==> src/rtl/rand_range_sampler.sv <==
// rand_range_sampler
//  Turns the free-running 32-bit LFSR value into a uniformly distributed
//  integer in [0, range-1] using mask-and-reject sampling. After MAX_TRIES
//  rejected samples it falls back to (cand - range), which is always in range
//  because mask < 2*range. The LFSR is advanced only while sampling.
//
//  Optional feature macro: STUCK_DETECT_EN
//   When defined, a run of STUCK_CYCLES identical consecutive samples sets the
//   sticky 'stuck' flag. While it is set, every request resolves on its first
//   SAMPLE edge. When undefined, 'stuck' is tied to 0.
//
//  Ports
//   clk          rising-edge clock
//   clr_n        asynchronous active-low reset
//   lfsr_value   current LFSR output (only [OUT_W-1:0] feeds the sample)
//   lfsr_enable  advance request to the LFSR, high only in SAMPLE
//   req          request a new number, sampled only in IDLE
//   range        exclusive upper bound, 0 means 2^OUT_W, latched at acceptance
//   busy         high while in SAMPLE
//   valid        one-cycle pulse, rand_out updated
//   rand_out     result, held until the next valid
//   fallback     qualifies valid: result came from the fallback path
//   stuck        sticky LFSR-stuck flag
//
//  state  | meaning
//  IDLE   | waiting for req; latches range and builds the mask
//  SAMPLE | one masked sample per edge until accepted or tries run out

module rand_range_sampler #(
   parameter int OUT_W        = 8,
   parameter int MAX_TRIES    = 15,
   parameter int STUCK_CYCLES = 4
) (
   input  logic             clk,
   input  logic             clr_n,
   input  logic [31:0]      lfsr_value,
   output logic             lfsr_enable,
   input  logic             req,
   input  logic [OUT_W-1:0] range,
   output logic             busy,
   output logic             valid,
   output logic [OUT_W-1:0] rand_out,
   output logic             fallback,
   output logic             stuck
);

   localparam logic [0:0] IDLE   = 1'b0;
   localparam logic [0:0] SAMPLE = 1'b1;

   localparam logic [7:0] TRY_LAST = 8'(MAX_TRIES - 1);

   logic [0:0]   state;
   logic [7:0]   tries;
   logic [OUT_W:0] range_q;
   logic [OUT_W:0] mask_q;

   logic [OUT_W:0] range_full;
   logic [OUT_W:0] range_m1;
   logic [OUT_W:0] mask_new;
   logic [OUT_W:0] cand;
   logic [OUT_W:0] fb_val;
   logic           stuck_hit;

   // Upper LFSR bits only matter to the optional stuck compare.
   logic unused_lfsr_bits;
   assign unused_lfsr_bits = ^lfsr_value[31:OUT_W];

   assign lfsr_enable = (state == SAMPLE);
   assign busy        = (state == SAMPLE);

   // range 0 stands for the full 2^OUT_W span, hence the extra bit.
   assign range_full = (range == '0) ? ((OUT_W+1)'(1) << OUT_W) : {1'b0, range};
   assign range_m1   = range_full - 1'b1;

   // Smear the top set bit of range-1 downward: smallest 2^k-1 >= range-1.
   always_comb begin
      mask_new = range_m1;
      for (int i = 1; i <= OUT_W; i++) begin
         mask_new = mask_new | (range_m1 >> i);
      end
   end

   assign cand   = {1'b0, lfsr_value[OUT_W-1:0]} & mask_q;
   assign fb_val = cand - range_q;

   always_ff @(posedge clk or negedge clr_n) begin
      if (!clr_n) begin
         state    <= IDLE;
         tries    <= '0;
         range_q  <= '0;
         mask_q   <= '0;
         valid    <= 1'b0;
         fallback <= 1'b0;
         rand_out <= '0;
      end else begin
         valid    <= 1'b0;
         fallback <= 1'b0;
         case (state)
            IDLE: begin
               if (req) begin
                  range_q <= range_full;
                  mask_q  <= mask_new;
                  tries   <= '0;
                  state   <= SAMPLE;
               end
            end
            SAMPLE: begin
               if (cand < range_q) begin
                  rand_out <= cand[OUT_W-1:0];
                  valid    <= 1'b1;
                  state    <= IDLE;
               end else if ((tries == TRY_LAST) || stuck_hit) begin
                  rand_out <= fb_val[OUT_W-1:0];
                  valid    <= 1'b1;
                  fallback <= 1'b1;
                  state    <= IDLE;
               end else begin
                  tries <= tries + 1'b1;
               end
            end
            default: state <= IDLE;
         endcase
      end
   end

`ifdef STUCK_DETECT_EN
   logic [31:0] prev_q;
   logic [7:0]  same_cnt;
   logic        stuck_q;
   logic        same;

   // The first SAMPLE edge of a request has no earlier sample to compare
   // against; tries != 0 marks every later edge of the same request.
   assign same = (state == SAMPLE) && (tries != '0) && (lfsr_value == prev_q);

   always_ff @(posedge clk or negedge clr_n) begin
      if (!clr_n) begin
         prev_q   <= '0;
         same_cnt <= '0;
         stuck_q  <= 1'b0;
      end else begin
         prev_q <= lfsr_value;
         if (same) begin
            if (same_cnt != 8'hFF) begin
               same_cnt <= same_cnt + 1'b1;
            end
            if (same_cnt == 8'(STUCK_CYCLES - 2)) begin
               stuck_q <= 1'b1;
            end
         end else begin
            same_cnt <= '0;
         end
      end
   end

   assign stuck_hit = stuck_q;
   assign stuck     = stuck_q;
`else
   assign stuck_hit = 1'b0;
   assign stuck     = 1'b0;
`endif

endmodule

==> config.mk <==
export PLATFORM = sky130hd
export DESIGN_NAME = rand_range_sampler
export DESIGN_NICKNAME = d
export VERILOG_FILES = /design/src/rtl/rand_range_sampler.sv
export SDC_FILE = /design/constraint.sdc
export NUM_CORES = 1
export LEC_CHECK = 0
export BUFFER_PORTS_ARGS = -buffer_cell sky130_fd_sc_hd__buf_2
export CAP_MARGIN = 30
export CORE_MARGIN = 2
export CORE_UTILIZATION = 54
export CTS_CLUSTER_SIZE = 40
export DETAILED_ROUTE_END_ITERATION = 6
export MAX_ROUTING_LAYER = met4
export PLACE_DENSITY_LB_ADDON = 0.05
export SYNTH_ARGS = -nofsm -noshare
export SYNTH_HDL_FRONTEND = slang
export SYNTH_SLANG_ARGS = --single-unit
==> constraint.sdc <==
create_clock -name clk -period 2.35 [get_ports clk]
set_clock_uncertainty 0.05 [all_clocks]
set_input_delay 0 -clock clk [delete_from_list [all_inputs] [get_ports clk]]
set_output_delay 0 -clock clk [all_outputs]
set_load 0.02 [all_outputs]
---- Yosys cells after proc, flatten, opt, wreduce, memory -nomap -nowiden ----
Index checks and enable logic that the tools add are counted.
word-level totals
  register bits ........................... 37
  output and inout port bits .............. 13
operators by class
  $add $sub $neg .......................... 3
  $lt $le $gt $ge ......................... 1
  equal/unequal tests ..................... 4
  muxes and demuxes ....................... 16
  bitwise logic cells ..................... 10
  reduce and logical (&&, ||, !) cells .... 5
operators by type and width
  operator               number
  $mux W8                5
  $pmux W8 S2            1
  $and A8 B9 Y9          1
  $lt A9 B9 Y1           1
  $mux W9                1
  $or A9 B1 Y9           1
  $or A9 B2 Y9           1
  $or A9 B3 Y9           1
  $or A9 B4 Y9           1
  $or A9 B5 Y9           1
  $or A9 B6 Y9           1
  $or A9 B7 Y9           1
  $or A9 B8 Y9           1
  $sub A9 B1 Y9 const B  1
  $add A8 B1 Y8 const B  1
  $eq A8 B4 Y1 const B   1
  $logic_not A8 Y1       1
  $mux W1                8
  $sub A8 B8 Y8          1
  $ne A2 B2 Y1 const B   3
  $reduce_and A2 Y1      2
  $reduce_and A3 Y1      1
  $pmux W1 S2            1
  $reduce_bool A2 Y1     1
  $not A1 Y1             1

---- Depth between registers and ports, before layout ----
Gate-level depths: netlist (run 1).
  depth after elaboration ................. 11
  gate-level depth with buffers ........... 9

---- Worst setup path after synthesis (run 1) ----
OpenSTA, ideal clock, no wires.
  kind .................................... register -> register
  from .................................... register mask_q[6]
  to ...................................... register rand_out[6]
  library setup time ...................... 0.126 ns
  arrival time ............................ 2.007 ns
  path slack .............................. 0.167 ns
  cell stages (with the launch flop) ...... 8
  clock period less this slack ............ 2.183 ns
  path through ............................ dfrtp_1 > and2_1 > ha_1 > a211oi_1 > nor3_1 > a21oi_1 > nand2_1 > a221o_1
on the way
  longest elaborated chain between the ends .. 4
  elaborated cells on any way between the ends .. 7
  those cells by class .................... add/sub (1); order compare (1); mux (2); bitwise (1); reduce/logical (2)
RTL lines
  item                                                  line     source
  from (decl)                                           55       logic [OUT_W:0] mask_q;
  from (signal assigned)                                102      mask_q <= mask_new;
  $and A8 B9 Y9 (*)                                     83       assign cand = {1'b0, lfsr_value[OUT_W-1:0]} & mask_q;
  $sub A8 B8 Y8 / $lt A9 B9 Y1 (equally long branches)  84, 108
  $mux W8 / $reduce_bool A2 Y1 (equally long branches)  n/a
  $mux W8 / $reduce_and A2 Y1 (equally long branches)   n/a
  to (signal assigned)                                  109      rand_out <= cand[OUT_W-1:0];
  to (signal assigned)                                  113      rand_out <= fb_val[OUT_W-1:0];
  to (decl)                                             42       output logic [OUT_W-1:0] rand_out,
Every way passes the cells marked *; elsewhere a longest branch is shown, timed or not. The select of a mux whose other input is x is not followed.
A chain may end at the register's enable or synchronous reset.

---- Worst setup path after layout (run 1) ----
  from .................................... register mask_q[1]
  to ...................................... register rand_out[0]
on the way
  longest elaborated chain between the ends .. 4
  elaborated cells on any way between the ends .. 5
  those cells by class .................... order compare (1); mux (1); bitwise (1); reduce/logical (2)
RTL lines
  item                                 line  source
  $and A8 B9 Y9 (*)                    83
  $lt A9 B9 Y1 (*)                     108   if (cand < range_q) begin
  $reduce_bool A2 Y1 (no source line)  n/a
  $reduce_and A2 Y1 (no source line)   n/a
Every way passes the cells marked *; elsewhere a longest branch is shown, timed or not.

==> impl_metrics.json, run 1 <==
{
  "synth_edf_count": 0,
  "fin_crit_sh_pct": 96.02,
  "postSynthNetCount": 327,
  "port_buffers": 30,
  "setup_violations": 0,
  "grt.busiest_layer": "met2",
  "critical_path_class": "reg2reg",
  "htreeDepth": 2,
  "antenna_found_initial": 0,
  "insertedDiodeCount": 0,
  "worstSetupStartpointType": "flop",
  "path_clk_slew_ps": 80,
  "drt-vias-per-instance": 5.813,
  "vias": 2180,
  "ir_worst_vdd_uv": 516.2,
  "numCtsBuffers": 5,
  "finish.utilization_pct": 70.33,
  "grt_use_met3_pct": 4.506,
  "clock_path_buffers": 2,
  "synthMostInstantiatedCell": "dfrtp_1",
  "finalInstanceArea_mm2": 0.002874,
  "final_cells": 375,
  "max_freq_ghz": 0.4432,
  "cts.sinks": 36,
  "die_x_um": 69.84,
  "die_y_um": 69.84,
  "dpl.hpwl_um": 4327,
  "rows": 23,
  "path_max_fanout": 10,
  "gr-usage-met1_pct": 35.75,
  "cts_tree": "yes",
  "endpoint_kind": "flop",
  "num_io_pins": 56,
  "yosys.area.top_type": "dfrtp_1",
  "dp.cells": 357,
  "wl_per_cell_um": 15.21,
  "hp-class": "in2reg",
  "grt_max_degree": 37,
  "ys_seq_elements": 36,
  "drive_above_1_share_pct": 21.85,
  "drv_slew": 0,
  "placed_area_mm2": 0.002631,
  "start_util_pct": 57.29,
  "die_area_mm2": 0.004878,
  "area_growth_pct": 22.77,
  "tightestPinTransition_ps": 817.6,
  "nets": 381,
  "grt_first_pass_wirelength_um": 9887,
  "finalSetupTns_ps": 0,
  "grt_setup_unrepaired": "false",
  "cts-root-buf": "clkbuf_8",
  "ant_nets": 0,
  "yosysWarnings": 0,
  "clkLatencyLatePin_ps": 300,
  "power_leakage_uw": 0.001292,
  "yosys.area.top_type_share_pct": 38.48,
  "drt_wl_total_um": 5705,
  "ys.flop_type": "dfrtp_1",
  "grt_pass1_vias": 2107,
  "synth_cells": 270,
  "grt.overflow.total": 0,
  "nFillCells": 337,
  "ys_types": 56,
  "synth_area_mm2": 0.002341,
  "use_met2_pct": 40.00,
  "drc": 0,
  "netlist_top_cells_area": "dfrtp_1 (38%), ha_1 (6.9%), o21ai_0 (5.1%)",
  "status": "complete, no violations",
  "fin_hold_ws_ps": 100.9,
  "maxCapViolations": 0,
  "synth_common_cells": "dfrtp_1 (36), nand2_1 (30), o21ai_0 (24), nor2_1 (23)",
  "r2r-start": "mask_q[1]",
  "timing.slew.headroom_pct": 45.50,
  "hold_viol": 0,
  "fin_crit_ps": 2257,
  "cp.arrival_ps": 2420,
  "ys_async_sr_fraction_pct": 100.0,
  "first_pass_iters": 4,
  "globalplace.congestion": 0.9343,
  "crit_path_start": "mask_q[1]",
  "critical_path_required_ps": 2510,
  "grt_use_total_pct": 25.99,
  "p_per_area_mw_per_mm2": 1222,
  "drtIter0Drc": 121,
  "holdCritStartpoint": "lfsr_value[4]",
  "avgSynthCellArea_um2": 8.670,
  "core_area_mm2": 0.004086,
  "seq_area_frac_synth_pct": 38.48,
  "post_cts_buffers": 0
}
## cell families after synthesis
family	synth area share, %
other	0.1602
AO/OA/AOI/OAI	21.91
XOR/XNOR	1.497
flip-flops	38.48
adder cells (fa/ha/maj)	7.804
AND/OR/NAND/NOR	23.36
multiplexers	1.283
buffers and inverters	5.504
## cell usage in the layout (no fill, tap or decap), types with 3 or more instances in the layout
master | netlist | final
inv_1 | 18 | 18
and4_1 | 3 | 3
a31oi_1 | 5 | 5
o21ai_0 | 24 | 23
nand2_1 | 30 | 29
mux2i_1 | 3 | 3
nand3_1 | 5 | 5
dlygate4sd3_1 | 0 | 10
a21oi_1 | 18 | 16
and2_1 | 9 | 9
clkbuf_8 | 0 | 7
nor2b_1 | 4 | 4
o211ai_1 | 4 | 4
dfrtp_1 | 36 | 36
o221ai_1 | 3 | 3
nor3_1 | 8 | 8
nand4_1 | 5 | 5
buf_2 | 0 | 30
nor2_1 | 23 | 23
buf_4 | 2 | 18
ha_1 | 13 | 13
## where the power goes
part	switching [µW]	internal, µW
clock network	233	375
registers	129	834
logic	1130	809
total	1500	2020
## layout make-up
class | count | area (µm²) | area share [%]
clock buffer | 7 | 96.34 | 3.352
clock inverter | 1 | 30.03 | 1.045
inverter | 19 | 71.32 | 2.481
multi-input combinational | 204 | 1328 | 46.19
sequential | 36 | 900.9 | 31.35
tap | 50 | 62.56 | 2.177
timing repair buffer | 58 | 385.4 | 13.41
## per-stage QoR
| stage | setup WS [ps] | total power (µW) |
|---|---|---|
| floorplan | 167.4 | 2220 |
| CTS | 23.55 | 3492 |
| global placement | 46.83 | 2817 |
| finish | 93.46 | 3513 |
| global route | 8.735 | 3787 |
| detailed placement | 34.93 | 2860 |
## worst paths after layout
| kind | cells after the start | slack [ps] | endpoint |
|---|---|---|---|
| worst max-delay path | 9 | 90 | rand_out[0] |
| worst min-delay path | 4 | 100 | rand_out[4] |
| worst max register to register | 9 | 90 | rand_out[0] |
| worst min register to register | 2 | 420 | mask_q[7] |
| max in group asynchronous | 2 | 1450 | tries[7] |
| min in group asynchronous | 2 | 280 | rand_out[4] |
## critical path: stages (launching register included)
cell      delay, ps
dfrtp_1         380
nand2_1         110
inv_1            70
ha_1            290
nor2b_1         140
o2111a_2        290
o21a_1          190
buf_4           170
or4_1           410
o221ai_1         80
## registers in the layout (all words and copies together), names as in the netlist
register  count
fallback      1
mask_q        8
busy          1
range_q       9
tries         8
rand_out      8
valid         1
## what timing repair did
item                                    in CTS  in global routing
hold endpoints to repair                    45                  0
endpoints found under the setup margin       0                 11
gates resized for setup                      0                  6
hold buffers                                10                  0
## per-layer routing
layer / part of all wire (%) / up-vias
met5: 0 / -
met4: 1.3 / 0
met3: 4.8 / 8
met2: 47 / 54
met1: 46 / 1036
li1: - / 1082
Power figures use the tool's default switching activity.
==> run 2: changes to the inputs <==
--- a/config.mk
+++ b/config.mk
@@ -8,8 +8,7 @@
 export BUFFER_PORTS_ARGS = -buffer_cell sky130_fd_sc_hd__buf_2
 export CAP_MARGIN = 30
 export CORE_MARGIN = 2
-export CORE_UTILIZATION = 54
-export CTS_CLUSTER_SIZE = 40
+export CORE_UTILIZATION = 29
 export DETAILED_ROUTE_END_ITERATION = 6
 export MAX_ROUTING_LAYER = met4
 export PLACE_DENSITY_LB_ADDON = 0.05
==> impl_metrics.json, run 2 (synthesized netlist as in run 1, its figures left out) <==
{
  "placed_area_mm2": 0.002749,
  "dpl.hpwl_um": 5008,
  "maxCapViolations": 0,
  "cp_slowest_cell": "fa_1",
  "insertedDiodeCount": 0,
  "ant_nets": 0,
  "antenna_found_initial": 0,
  "path_max_fanout": 3,
  "largest_reg_flops": 9,
  "start_util_pct": 30.14,
  "drtIter0Drc": 67,
  "cts.sinks": 36,
  "hold_viol": 0,
  "max_freq_ghz": 0.4381,
  "die_y_um": 93.85,
  "critical_path_class": "reg2reg",
  "grt_setup_unrepaired": "true",
  "grt_use_total_pct": 15.75,
  "globalplace.congestion": 0.8151,
  "final_cell_mix": "dfrtp_1 (36), buf_2 (30), nand2_1 (29)",
  "timing.slew.headroom_pct": 44.64,
  "numCtsBuffers": 5,
  "worstSetupStartpointType": "flop",
  "tightestPinTransition_ps": 830.5,
  "die_area_mm2": 0.008807,
  "finalInstanceArea_mm2": 0.003024,
  "finalSetupTns_ps": 0,
  "setup_violations": 0,
  "pre_cts_slack_ps": 58.85,
  "area_growth_pct": 29.18,
  "drt_wl_total_um": 6320,
  "cts-root-buf": "clkbuf_8",
  "vias": 2126,
  "drv_slew": 0,
  "fin_crit_sh_pct": 97.13,
  "rows": 32,
  "status": "complete, no violations",
  "cpMostUsedCell": "buf_4",
  "grt_first_pass_wirelength_um": 10530,
  "core_area_mm2": 0.007767,
  "layout_commonest_cell": "dfrtp_1",
  "htreeDepth": 2,
  "cts_tree": "yes",
  "ir_worst_vdd_uv": 285.6,
  "grt.overflow.total": 0,
  "drt-vias-per-instance": 4.876,
  "grt_pass1_vias": 2081,
  "first_pass_iters": 4,
  "hp-class": "in2reg",
  "num_io_pins": 56,
  "fin_ws_ps": 67.35,
  "finish.utilization_pct": 38.93,
  "drc": 0,
  "path_clk_slew_ps": 80,
  "largest-register": "range_q",
  "power_leakage_uw": 0.001321,
  "drive_above_1_share_pct": 26.65,
  "endpoint_kind": "flop",
  "crit_path_cell_trace": "nand2_2, buf_4, buf_4, fa_1, nor2b_1, o31a_1, nor4b_1, a211o_1, a221o_1",
  "nets": 390,
  "p_per_area_mw_per_mm2": 1150,
  "critical_path_required_ps": 2470,
  "die_x_um": 93.85,
  "port_buffers": 30,
  "clock_path_buffers": 2,
  "cp.arrival_ps": 2400,
  "slowest_delay_ps": 420,
  "fin_crit_ps": 2283,
  "grt_max_degree": 37,
  "clkLatencyLatePin_ps": 290,
  "wl_per_cell_um": 14.50
}
-- run 2: final timing paths --
path | startpoint | end | slack [ps] | cells past startpoint
worst max register to register | mask_q[1] | rand_out[6] | 70 | 9
min in group asynchronous | clr_n | range_q[5] | 300 | 2
worst max-delay path | mask_q[1] | rand_out[6] | 70 | 9
worst min register to register | mask_q[7] | mask_q[7] | 420 | 2
worst min-delay path | range[5] | range_q[5] | 30 | 3
max in group asynchronous | clr_n | tries[4] | 1430 | 2
-- run 2: stage by stage --
step | cells | total power, µW | hold WS [ps]
final | 436 | 3478 | 29.59
after global routing | 436 | 3826 | 41.87
after CTS | 433 | 3437 | 30.25
after detailed placement | 416 | 2936 | 104.1
after global placement | 416 | 2935 | 108.1
after floorplan | 270 | 2220 | -345.6
-- run 2: metal layers --
| metal | up-vias | GRT usage, % | wire (µm) |
|---|---|---|---|
| li1 | 1100 | - | - |
| met1 | 987 | 21.01 | 3193 |
| met2 | 34 | 25.36 | 2904 |
| met3 | 5 | 2.408 | 166 |
| met4 | 0 | 3.623 | 57 |
| met5 | - | - | 0 |
-- run 2: final cells by class --
cell class	instances	area (µm²)
clock buffer	6	82.58
fill	840	4743
tap	102	127.6
timing repair buffer	67	454.2
clock inverter	2	15.01
multi-input combinational	204	1373
inverter	19	71.32
sequential	36	900.9
-- run 2: timing repair --
action	in CTS	in global routing
hold endpoints to repair	44	0
setup endpoints to repair	0	20
gates resized for setup	0	15
setup buffers	0	3
hold buffers	9	0
-- run 2: power by group --
part           switching, µW  total, µW  internal [µW]
registers                131        965            834
logic                   1160       2040            875
clock network            236        473            237
-- run 2: critical path: cells and delay by family, from the launching register on --
kind,cells,cell delay [ps]
compound gates,3,750
fa+ha+maj,1,420
buf+inv,2,250
flops,1,360
simple gates,3,330
